[src/rtl/mem_arbiter_if.sv]
// CPU-side and RAM-side bus of the memory arbiter.
// The slave modport is the arbiter's view; the master modport is the view
// of whatever drives the requests and models the RAM.
interface mem_arbiter_if;
  logic        imem_ren;
  logic [31:0] imem_addr;
  logic        ihit;
  logic [31:0] imem_load;
  logic        dmem_ren;
  logic        dmem_wen;
  logic [31:0] dmem_addr;
  logic [1:0]  dmem_width;
  logic [31:0] dmem_store;
  logic        dhit;
  logic [31:0] dmem_load;
  logic        dmem_fault;
  logic [31:0] ram_addr;
  logic        ram_ren;
  logic        ram_wen;
  logic [3:0]  ram_be;
  logic [31:0] ram_wdata;
  logic [31:0] ram_rdata;
  logic        ram_ready;

  modport slave (
    input  imem_ren, imem_addr, dmem_ren, dmem_wen, dmem_addr, dmem_width,
           dmem_store, ram_rdata, ram_ready,
    output ihit, imem_load, dhit, dmem_load, dmem_fault,
           ram_addr, ram_ren, ram_wen, ram_be, ram_wdata
  );

  modport master (
    output imem_ren, imem_addr, dmem_ren, dmem_wen, dmem_addr, dmem_width,
           dmem_store, ram_rdata, ram_ready,
    input  ihit, imem_load, dhit, dmem_load, dmem_fault,
           ram_addr, ram_ren, ram_wen, ram_be, ram_wdata
  );
endinterface

[src/rtl/mem_arbiter.sv]
// Single-port memory front end: arbitrates instruction fetches and data
// loads/stores onto one variable-latency RAM port, steers byte lanes and
// returns one-cycle registered hit pulses. Every output is a flop.
module mem_arbiter #(
  parameter bit DATA_PRIORITY = 1'b1
) (
  input logic           clk,
  input logic           nrst,
  mem_arbiter_if.slave  bus
);

  typedef enum logic [1:0] {
    ST_IDLE  = 2'd0,
    ST_IBUSY = 2'd1,
    ST_DBUSY = 2'd2,
    ST_RESP  = 2'd3
  } state_t;

  state_t      state_r, state_s;
  logic        ihit_r, ihit_s;
  logic        dhit_r, dhit_s;
  logic        fault_r, fault_s;
  logic [31:0] imem_load_r, imem_load_s;
  logic [31:0] dmem_load_r, dmem_load_s;
  logic [31:0] ram_addr_r, ram_addr_s;
  logic        ram_ren_r, ram_ren_s;
  logic        ram_wen_r, ram_wen_s;
  logic [3:0]  ram_be_r, ram_be_s;
  logic [31:0] ram_wdata_r, ram_wdata_s;
  logic [1:0]  cap_lo_r, cap_lo_s;
  logic [1:0]  cap_width_r, cap_width_s;
  logic        cap_wr_r, cap_wr_s;
  logic        data_req_s;
  logic        data_wins_s;
  logic        unused_s;

  // Fetch addresses are word aligned; the low bits carry no information.
  assign unused_s = ^bus.imem_addr[1:0];

  // Byte enables for a store of the given width at the given byte offset.
  function automatic logic [3:0] store_be(input logic [1:0] width, input logic [1:0] lo);
    case (width)
      2'b00:   store_be = 4'b0001 << lo;
      2'b01:   store_be = lo[1] ? 4'b1100 : 4'b0011;
      default: store_be = 4'b1111;
    endcase
  endfunction

  // Replicate right-aligned store data across every lane it could occupy.
  function automatic logic [31:0] store_lanes(input logic [1:0] width, input logic [31:0] st);
    case (width)
      2'b00:   store_lanes = {4{st[7:0]}};
      2'b01:   store_lanes = {2{st[15:0]}};
      default: store_lanes = st;
    endcase
  endfunction

  // Right-align the addressed lanes of a RAM word and zero-fill above width.
  function automatic logic [31:0] load_extract(input logic [1:0] width, input logic [1:0] lo,
                                               input logic [31:0] rdata);
    logic [31:0] sh;
    sh = rdata >> {lo, 3'b000};
    case (width)
      2'b00:   load_extract = {24'h000000, sh[7:0]};
      2'b01:   load_extract = {16'h0000, sh[15:0]};
      default: load_extract = sh;
    endcase
  endfunction

  // Half on an odd byte or word off a word boundary cannot be served.
  function automatic logic misaligned(input logic [1:0] width, input logic [1:0] lo);
    misaligned = ((width == 2'b01) && lo[0]) || (width[1] && (lo != 2'b00));
  endfunction

  assign data_req_s  = bus.dmem_ren | bus.dmem_wen;
  assign data_wins_s = data_req_s & ((DATA_PRIORITY == 1'b1) | ~bus.imem_ren);

  // Next-state and next-output logic; strobes hold, hit pulses default low.
  always_comb begin
    state_s     = state_r;
    ihit_s      = 1'b0;
    dhit_s      = 1'b0;
    fault_s     = 1'b0;
    imem_load_s = imem_load_r;
    dmem_load_s = dmem_load_r;
    ram_addr_s  = ram_addr_r;
    ram_ren_s   = ram_ren_r;
    ram_wen_s   = ram_wen_r;
    ram_be_s    = ram_be_r;
    ram_wdata_s = ram_wdata_r;
    cap_lo_s    = cap_lo_r;
    cap_width_s = cap_width_r;
    cap_wr_s    = cap_wr_r;
    case (state_r)
      ST_IDLE: begin
        if (data_wins_s) begin
          if (misaligned(bus.dmem_width, bus.dmem_addr[1:0])) begin
            state_s = ST_RESP;
            dhit_s  = 1'b1;
            fault_s = 1'b1;
          end else begin
            state_s     = ST_DBUSY;
            cap_lo_s    = bus.dmem_addr[1:0];
            cap_width_s = bus.dmem_width;
            cap_wr_s    = bus.dmem_wen;
            ram_addr_s  = {bus.dmem_addr[31:2], 2'b00};
            ram_ren_s   = ~bus.dmem_wen;
            ram_wen_s   = bus.dmem_wen;
            if (bus.dmem_wen) begin
              ram_be_s    = store_be(bus.dmem_width, bus.dmem_addr[1:0]);
              ram_wdata_s = store_lanes(bus.dmem_width, bus.dmem_store);
            end else begin
              ram_be_s    = 4'b1111;
            end
          end
        end else if (bus.imem_ren) begin
          state_s    = ST_IBUSY;
          ram_addr_s = {bus.imem_addr[31:2], 2'b00};
          ram_ren_s  = 1'b1;
          ram_wen_s  = 1'b0;
          ram_be_s   = 4'b1111;
        end else begin
          state_s = ST_IDLE;
        end
      end
      ST_IBUSY: begin
        if (bus.ram_ready) begin
          state_s     = ST_RESP;
          ram_ren_s   = 1'b0;
          ram_wen_s   = 1'b0;
          imem_load_s = bus.ram_rdata;
          ihit_s      = 1'b1;
        end else begin
          state_s = ST_IBUSY;
        end
      end
      ST_DBUSY: begin
        if (bus.ram_ready) begin
          state_s   = ST_RESP;
          ram_ren_s = 1'b0;
          ram_wen_s = 1'b0;
          dhit_s    = 1'b1;
          if (cap_wr_r) begin
            dmem_load_s = 32'h00000000;
          end else begin
            dmem_load_s = load_extract(cap_width_r, cap_lo_r, bus.ram_rdata);
          end
        end else begin
          state_s = ST_DBUSY;
        end
      end
      ST_RESP: begin
        state_s = ST_IDLE;
      end
      default: begin
        state_s   = ST_IDLE;
        ram_ren_s = 1'b0;
        ram_wen_s = 1'b0;
      end
    endcase
  end

  // State and output registers; reset abandons any access in flight.
  always_ff @(posedge clk or negedge nrst) begin
    if (!nrst) begin
      state_r     <= ST_IDLE;
      ihit_r      <= 1'b0;
      dhit_r      <= 1'b0;
      fault_r     <= 1'b0;
      imem_load_r <= 32'h00000000;
      dmem_load_r <= 32'h00000000;
      ram_addr_r  <= 32'h00000000;
      ram_ren_r   <= 1'b0;
      ram_wen_r   <= 1'b0;
      ram_be_r    <= 4'b0000;
      ram_wdata_r <= 32'h00000000;
      cap_lo_r    <= 2'b00;
      cap_width_r <= 2'b00;
      cap_wr_r    <= 1'b0;
    end else begin
      state_r     <= state_s;
      ihit_r      <= ihit_s;
      dhit_r      <= dhit_s;
      fault_r     <= fault_s;
      imem_load_r <= imem_load_s;
      dmem_load_r <= dmem_load_s;
      ram_addr_r  <= ram_addr_s;
      ram_ren_r   <= ram_ren_s;
      ram_wen_r   <= ram_wen_s;
      ram_be_r    <= ram_be_s;
      ram_wdata_r <= ram_wdata_s;
      cap_lo_r    <= cap_lo_s;
      cap_width_r <= cap_width_s;
      cap_wr_r    <= cap_wr_s;
    end
  end

  assign bus.ihit       = ihit_r;
  assign bus.dhit       = dhit_r;
  assign bus.dmem_fault = fault_r;
  assign bus.imem_load  = imem_load_r;
  assign bus.dmem_load  = dmem_load_r;
  assign bus.ram_addr   = ram_addr_r;
  assign bus.ram_ren    = ram_ren_r;
  assign bus.ram_wen    = ram_wen_r;
  assign bus.ram_be     = ram_be_r;
  assign bus.ram_wdata  = ram_wdata_r;

endmodule

[src/flat_wrapper.sv]
// flat-port wrapper written by rule: the top's interface ports become plain ports
module mem_arbiter_flat 
#(
  parameter bit DATA_PRIORITY = 1'b1
)
  (clk, nrst, bus_imem_ren, bus_imem_addr, bus_dmem_ren, bus_dmem_wen, bus_dmem_addr, bus_dmem_width, bus_dmem_store, bus_ram_rdata, bus_ram_ready, bus_ihit, bus_imem_load, bus_dhit, bus_dmem_load, bus_dmem_fault, bus_ram_addr, bus_ram_ren, bus_ram_wen, bus_ram_be, bus_ram_wdata);
  mem_arbiter_if bus_i ();
  input logic clk;
  input logic nrst;
  input wire logic [$bits(bus_i.imem_ren)-1:0] bus_imem_ren;
  input wire logic [$bits(bus_i.imem_addr)-1:0] bus_imem_addr;
  input wire logic [$bits(bus_i.dmem_ren)-1:0] bus_dmem_ren;
  input wire logic [$bits(bus_i.dmem_wen)-1:0] bus_dmem_wen;
  input wire logic [$bits(bus_i.dmem_addr)-1:0] bus_dmem_addr;
  input wire logic [$bits(bus_i.dmem_width)-1:0] bus_dmem_width;
  input wire logic [$bits(bus_i.dmem_store)-1:0] bus_dmem_store;
  input wire logic [$bits(bus_i.ram_rdata)-1:0] bus_ram_rdata;
  input wire logic [$bits(bus_i.ram_ready)-1:0] bus_ram_ready;
  output wire logic [$bits(bus_i.ihit)-1:0] bus_ihit;
  output wire logic [$bits(bus_i.imem_load)-1:0] bus_imem_load;
  output wire logic [$bits(bus_i.dhit)-1:0] bus_dhit;
  output wire logic [$bits(bus_i.dmem_load)-1:0] bus_dmem_load;
  output wire logic [$bits(bus_i.dmem_fault)-1:0] bus_dmem_fault;
  output wire logic [$bits(bus_i.ram_addr)-1:0] bus_ram_addr;
  output wire logic [$bits(bus_i.ram_ren)-1:0] bus_ram_ren;
  output wire logic [$bits(bus_i.ram_wen)-1:0] bus_ram_wen;
  output wire logic [$bits(bus_i.ram_be)-1:0] bus_ram_be;
  output wire logic [$bits(bus_i.ram_wdata)-1:0] bus_ram_wdata;
  assign bus_i.imem_ren = bus_imem_ren;
  assign bus_i.imem_addr = bus_imem_addr;
  assign bus_i.dmem_ren = bus_dmem_ren;
  assign bus_i.dmem_wen = bus_dmem_wen;
  assign bus_i.dmem_addr = bus_dmem_addr;
  assign bus_i.dmem_width = bus_dmem_width;
  assign bus_i.dmem_store = bus_dmem_store;
  assign bus_i.ram_rdata = bus_ram_rdata;
  assign bus_i.ram_ready = bus_ram_ready;
  assign bus_ihit = bus_i.ihit;
  assign bus_imem_load = bus_i.imem_load;
  assign bus_dhit = bus_i.dhit;
  assign bus_dmem_load = bus_i.dmem_load;
  assign bus_dmem_fault = bus_i.dmem_fault;
  assign bus_ram_addr = bus_i.ram_addr;
  assign bus_ram_ren = bus_i.ram_ren;
  assign bus_ram_wen = bus_i.ram_wen;
  assign bus_ram_be = bus_i.ram_be;
  assign bus_ram_wdata = bus_i.ram_wdata;
  mem_arbiter #(.DATA_PRIORITY(DATA_PRIORITY)) u_core (.clk(clk), .nrst(nrst), .bus(bus_i));
endmodule
[config.mk]
export PLATFORM = sky130hd
export DESIGN_NAME = mem_arbiter_flat
export DESIGN_NICKNAME = d
export VERILOG_FILES = /design/src/rtl/mem_arbiter_if.sv /design/src/rtl/mem_arbiter.sv /design/src/flat_wrapper.sv
export SDC_FILE = /design/constraint.sdc
export NUM_CORES = 1
export LEC_CHECK = 0
export ABC_CLOCK_PERIOD_IN_PS = 2950
export BUFFER_PORTS_ARGS = -buffer_cell sky130_fd_sc_hd__buf_2
export CORE_ASPECT_RATIO = 1.4
export CORE_MARGIN = 2
export CORE_UTILIZATION = 35
export DETAILED_ROUTE_END_ITERATION = 6
export PLACE_DENSITY = 0.68
export SLEW_MARGIN = 20
export SYNTH_ARGS = -nofsm -noshare
export SYNTH_HDL_FRONTEND = slang
export SYNTH_SLANG_ARGS = --single-unit
[constraint.sdc]
create_clock -name clk -period 2.95 [get_ports clk]
set_input_delay 0.295 -clock clk [delete_from_list [all_inputs] [get_ports clk]]
set_output_delay 0.295 -clock clk [all_outputs]
set_load 0.02 [all_outputs]
# Word-level counts from Yosys, hierarchy flattened
# Index checks and enable logic that the tools add are counted.
[word_totals]
romBits = 0
latchBits = 0
memories = 0
output_inout_bits = 137
ramBits = 0
register_bits = 144
wordCells = 77
inputBits = 136
[classes]
n_reduce_logical = 16
n_div = 0
n_eq_ne = 9
n_bitwise = 3
add_sub_neg = 0
mul = 0
n_mux = 33
order_cmp = 0
shifts = 2
[ops]
columns = ["operator", "count"]
rows = [
  ["2-to-1 mux 32 bit", 4],
  ["one-hot mux 32 bit (2 select lines)", 2],
  ["right shift 32 x 5 -> 32 bit", 1],
  ["2-to-1 mux 4 bit", 5],
  ["2-to-1 mux 1 bit", 15],
  ["one-hot mux 2 bit (4 select lines)", 1],
  ["one-hot mux 4 bit (2 select lines)", 1],
  ["AND reduction 4 bit", 2],
  ["== test 2 x 1 -> 1 bit, second input constant", 3],
  ["zero test 2 bit", 3],
  ["one-hot mux 1 bit (2 select lines)", 3],
  ["AND reduction 3 bit", 2],
  ["nonzero test 2 bit", 3],
  ["== test 2 bit, second input constant", 2],
  ["2-to-1 mux 2 bit", 2],
  ["AND reduction 2 bit", 2],
  ["left shift 1 x 2 -> 4 bit, first input constant", 1],
  ["!= test 3 x 2 -> 1 bit, second input constant", 1],
  ["!= test 3 bit, second input constant", 1],
  ["logical AND 1 bit", 2],
  ["!= test 2 x 1 -> 1 bit, second input constant", 1],
  ["!= test 2 bit, second input constant", 1],
  ["NOT 1 bit", 2],
  ["OR reduction 2 bit", 1],
  ["2 further kinds", 2],
]

# Logic depth before layout (Yosys ltp)
[depth]
ltp_word = 6
depth_mapped = 7
depth_no_buf = 6

# Worst setup path after synthesis
# Ideal clock, no wire load.
[synth_path]
kind = "reg2reg"
startpoint = "register u_core.state_r[0]"
endpoint = "register u_core.ram_be_r[0] (netlist: u_core.bus.ram_be[0])"
n_path_buf = 2
path_stages_with_launch = 7
period_less_slack_ns = 1.759
arrival_time_ns = 1.633
setup_slack_ns = 1.191
setup_time_ns = 0.126
cell_sequence = "dfrtp_1 -> inv_1 -> ha_1 -> clkbuf_1 -> nand4_1 -> buf_2 -> o32a_1"
[synth_between]
elab_chain_len = 2
[synth_lines]
columns = ["item", "line_no", "source"]
rows = [
  ["start: declaration", "mem_arbiter.sv:19", "state_t state_r, state_s;"],
  ["start signal: assignment", "mem_arbiter.sv:181", "state_r <= state_s;"],
  ["zero test 2 bit", "mem_arbiter.sv:94", "case (state_r)"],
  ["AND reduction 3 bit (no line)", "n/a", ""],
  ["end signal: assignment", "mem_arbiter.sv:190", "ram_be_r <= ram_be_s;"],
  ["end: declaration", "mem_arbiter.sv:28", "logic [3:0] ram_be_r, ram_be_s;"],
]
# No other way between the ends.
# A chain may end at the register's enable or synchronous reset.

# Final worst setup path
[layout_path]
startpoint = "register u_core.state_r[0]"
endpoint = "register u_core.dmem_load_r[27] (netlist: u_core.bus.dmem_load[27])"
[layout_between]
elab_chain_len = 2
[layout_lines]
columns = ["item", "line_no", "source"]
rows = [
  ["== test 2 bit", "mem_arbiter.sv:94", ""],
  ["AND reduction 2 bit (no line)", "n/a", ""],
  ["end signal: assignment", "mem_arbiter.sv:186", "dmem_load_r <= dmem_load_s;"],
  ["end: declaration", "mem_arbiter.sv:24", "logic [31:0] dmem_load_r, dmem_load_s;"],
]
# No other way between the ends.

==> flow_metrics.env <==
export IMPL_r2r_cells=6
export IMPL_synth_xor_area_frac=0
export IMPL_finClkSkew_ns=0.0110
export IMPL_holdPathStages=2
export IMPL_r2r_setup_slack_ns=0.77
export IMPL_final_common_cell="buf_2"
export IMPL_fin_setup_tns_ns=0
export IMPL_die_h_microns=164
export IMPL_grtUsageTotal=0.178
export IMPL_netlist_instances=568
export IMPL_crit_fanout=17
export IMPL_synth_top_family_by_area="multiplexers"
export IMPL_netlist_area_sq_mm=0.00642
export IMPL_crit_path_start_kind="flip-flop"
export IMPL_coreArea_sq_mm=0.0180
export IMPL_overflow=0
export IMPL_first_global_vias=5041
export IMPL_slowest_stage="or4b_1"
export IMPL_gp_congestion=0.824
export IMPL_fin_crit_ns=2.18
export IMPL_cts_resized=0
export IMPL_die_area_sq_mm=0.0195
export IMPL_io_pins=273
export IMPL_drtAntennaViolNets=0
export IMPL_regArea_sq_mm=0.00355
export IMPL_finalWorstSetupSlack_ns=0.768
export IMPL_max_cap_violations=0
export IMPL_wl_per_cell_microns=16.0
export IMPL_drc=0
export IMPL_relSlewSlack=0.311
export IMPL_drt_total_wl_microns=17400
export IMPL_pre_cts_ws_ns=0.785
export IMPL_rows=58
export IMPL_nNetsFinal=972
export IMPL_fin_crit_sh=0.740
export IMPL_hold_buffers=1
export IMPL_clk_pin_slew_ns=0.06
export IMPL_min_to="u_core.bus.imem_load[3]$_DFFE_PN0P_"
export IMPL_root_buffer="clkbuf_16"
export IMPL_avgSynthCellArea_sq_um=11.3
export IMPL_worst_hold_path_type="input port to flip-flop"
export IMPL_regToRegEndpoint="u_core.bus.dmem_load[27]$_DFFE_PN0P_"
export IMPL_drv_slew=0
export IMPL_layout_common_cells="buf_2 (267), dfrtp_1 (142), nand2_1 (86), mux2i_1 (70), o21ai_0 (68)"
export IMPL_die_width_microns=118
export IMPL_synth_compound_area_frac=0.136
export IMPL_grt_antenna_before_repair=0
export IMPL_worstMarginPinSlew_ns=1.03
export IMPL_ys_ff_latch=142
export IMPL_synth_ff_type="dfrtp_1"
export IMPL_critPathRequiredTime_ns=3.31
export IMPL_htreeDepth=4
export IMPL_syn2layout_area_growth_pct=35.3
export IMPL_leakagePower_uw=0.00445
export IMPL_vias_per_cell=4.85
export IMPL_reg2reg_from="u_core.state_r[0]$_DFF_PN0_"
export IMPL_cp_end_kind="flip-flop"
export IMPL_grt_max_degree=61
export IMPL_worst_path_buf_inv=1
export IMPL_cts_tree="done"
export IMPL_cpLargestDelayFamily="simple AND/OR/NAND/NOR gates"
export IMPL_clk_path_buf_depth=2
export IMPL_ys_types=43
export IMPL_ys_warn_count=0
export IMPL_grt_pass1_wl_microns=26900
export IMPL_rsz0062_at_grt="false"
export IMPL_setup_violations_final=0
export IMPL_clock_latency_ns=0.42
export IMPL_layout_drive_gt1_share=0.432
export IMPL_path_class="flip-flop to flip-flop"
export IMPL_cts_inserted_buffers=17
export IMPL_ys_async_sr_fraction=1.00
export IMPL_final_util=0.483
export IMPL_fillers=1731
export IMPL_max_vdd_ir_drop_v=0.000431
export IMPL_synthMuxAreaShare=0.186
export IMPL_drt_first_iter_violations=348
export IMPL_clock_fmax_mhz=458
export IMPL_vias=5257
export IMPL_yosysSeqAreaShare=0.553
export IMPL_drtPass1Iterations=6
export IMPL_status="finished clean"
export IMPL_hpwl_microns=13000
export IMPL_hold_viol_final=0
export IMPL_initial_core_util=0.357
export IMPL_power_density_mw_per_mm2=1100
export IMPL_crit_arrival_ns=2.54
export IMPL_hold_start="bus_ram_rdata[3]"
export IMPL_port_buffers=268
export IMPL_synthSimpleGateAreaFrac=0.0853
export IMPL_synth_adder_area_share=0.00779
export IMPL_post_cts_buffers=0
export IMPL_critPathMaxStageDelay_ns=0.81
export IMPL_crit_chain="inv_1 -> ha_1 -> nand2_2 -> or4b_1 -> nor2_8 -> a22o_1"
export IMPL_multiInputGateArea_sq_mm=0.00269
export IMPL_diodes=0
export IMPL_cts_sinks=142
export IMPL_synth_edf_count=0
## per-layer routing
metal | GRT usage | share of wire | up-vias
met5 | 0 | 0 | -
met1 | 0.212 | 0.40 | 2490
met4 | 0.0590 | 0.016 | 0
li1 | - | - | 2554
met3 | 0.0483 | 0.064 | 20
met2 | 0.311 | 0.51 | 193
## report_power, final
group / leakage, uW / total (uW) / internal, uW / switching [uW]
registers: 0.00177 / 3290 / 2820 / 473
clock network: 0.000307 / 2310 / 1430 / 875
logic: 0.00237 / 3930 / 1520 / 2410
total: 0.00445 / 9530 / 5770 / 3760
## through the flow
stage,hold WS [ns],total power [uW],cell area [sq um],std cells
final,0.126,9530,8690,1084
after global routing,0.109,10100,8690,1084
after CTS,0.106,9630,8690,1084
after detailed placement,0.299,7290,8050,1052
after global placement,0.300,7200,8050,1052
after floorplan,-0.000591,5840,6430,569
## worst max path at each step
stage / start / to / slack, ns / cells after the start
after global routing: u_core.state_r[0]$_DFF_PN0_ / u_core.bus.dmem_load[31]$_DFFE_PN0P_ / 0.63 / 6
after detailed placement: u_core.state_r[0]$_DFF_PN0_ / u_core.bus.dmem_load[27]$_DFFE_PN0P_ / 0.79 / 6
after floorplan: u_core.state_r[0]$_DFF_PN0_ / u_core.bus.ram_be[0]$_DFFE_PN0P_ / 1.19 / 6
after CTS: u_core.state_r[0]$_DFF_PN0_ / u_core.bus.dmem_load[27]$_DFFE_PN0P_ / 0.78 / 6
after global placement: u_core.state_r[0]$_DFF_PN0_ / u_core.bus.dmem_load[27]$_DFFE_PN0P_ / 0.83 / 6
final: u_core.state_r[0]$_DFF_PN0_ / u_core.bus.dmem_load[27]$_DFFE_PN0P_ / 0.77 / 6
## Yosys cell counts (2+ instances only)
master	n	area, sq um
a211o_1	8	70.1
a21oi_1	14	70.1
a22o_1	16	140
a2bb2oi_1	3	26.3
a32o_1	8	80.1
buf_2	14	70.1
buf_4	4	30.0
clkbuf_1	19	71.3
dfrtp_1	142	3550
ha_1	4	50.1
inv_1	7	26.3
mux2_2	44	495
mux2i_1	70	701
nand2_1	86	323
nor2_1	18	67.6
nor2_2	2	12.5
nor2b_1	10	62.6
nor3_1	2	10.0
o21ai_0	68	340
o21ai_1	5	25.0
o221ai_1	2	17.5
## cell type report
cell class	count	area share
tap	240	0.0346
timing repair buffer	282	0.172
sequential	142	0.409
inverter	7	0.00302
clock buffer	17	0.0489
clock inverter	14	0.0236
multi-input combinational	382	0.309
## cells by family after synthesis
logic type,after synthesis
other cells,1
compound gates,135
flops,142
buf+inv,45
mux,114
fa+ha+maj,4
simple gates,127
## flip-flops by register name, summed over array words and instances (netlist names)
name	flops
u_core.bus.imem_load	32
u_core.bus.ihit	1
u_core.bus.ram_wdata	32
u_core.bus.ram_addr	30
u_core.cap_width_r	2
u_core.bus.dmem_load	32
u_core.bus.ram_be	4
u_core.bus.ram_wen	1
u_core.state_r	2
u_core.bus.dhit	1
u_core.bus.ram_ren	1
u_core.bus.dmem_fault	1
u_core.cap_lo_r	2
u_core.cap_wr_r	1
(Power assumes the default switching activity.)
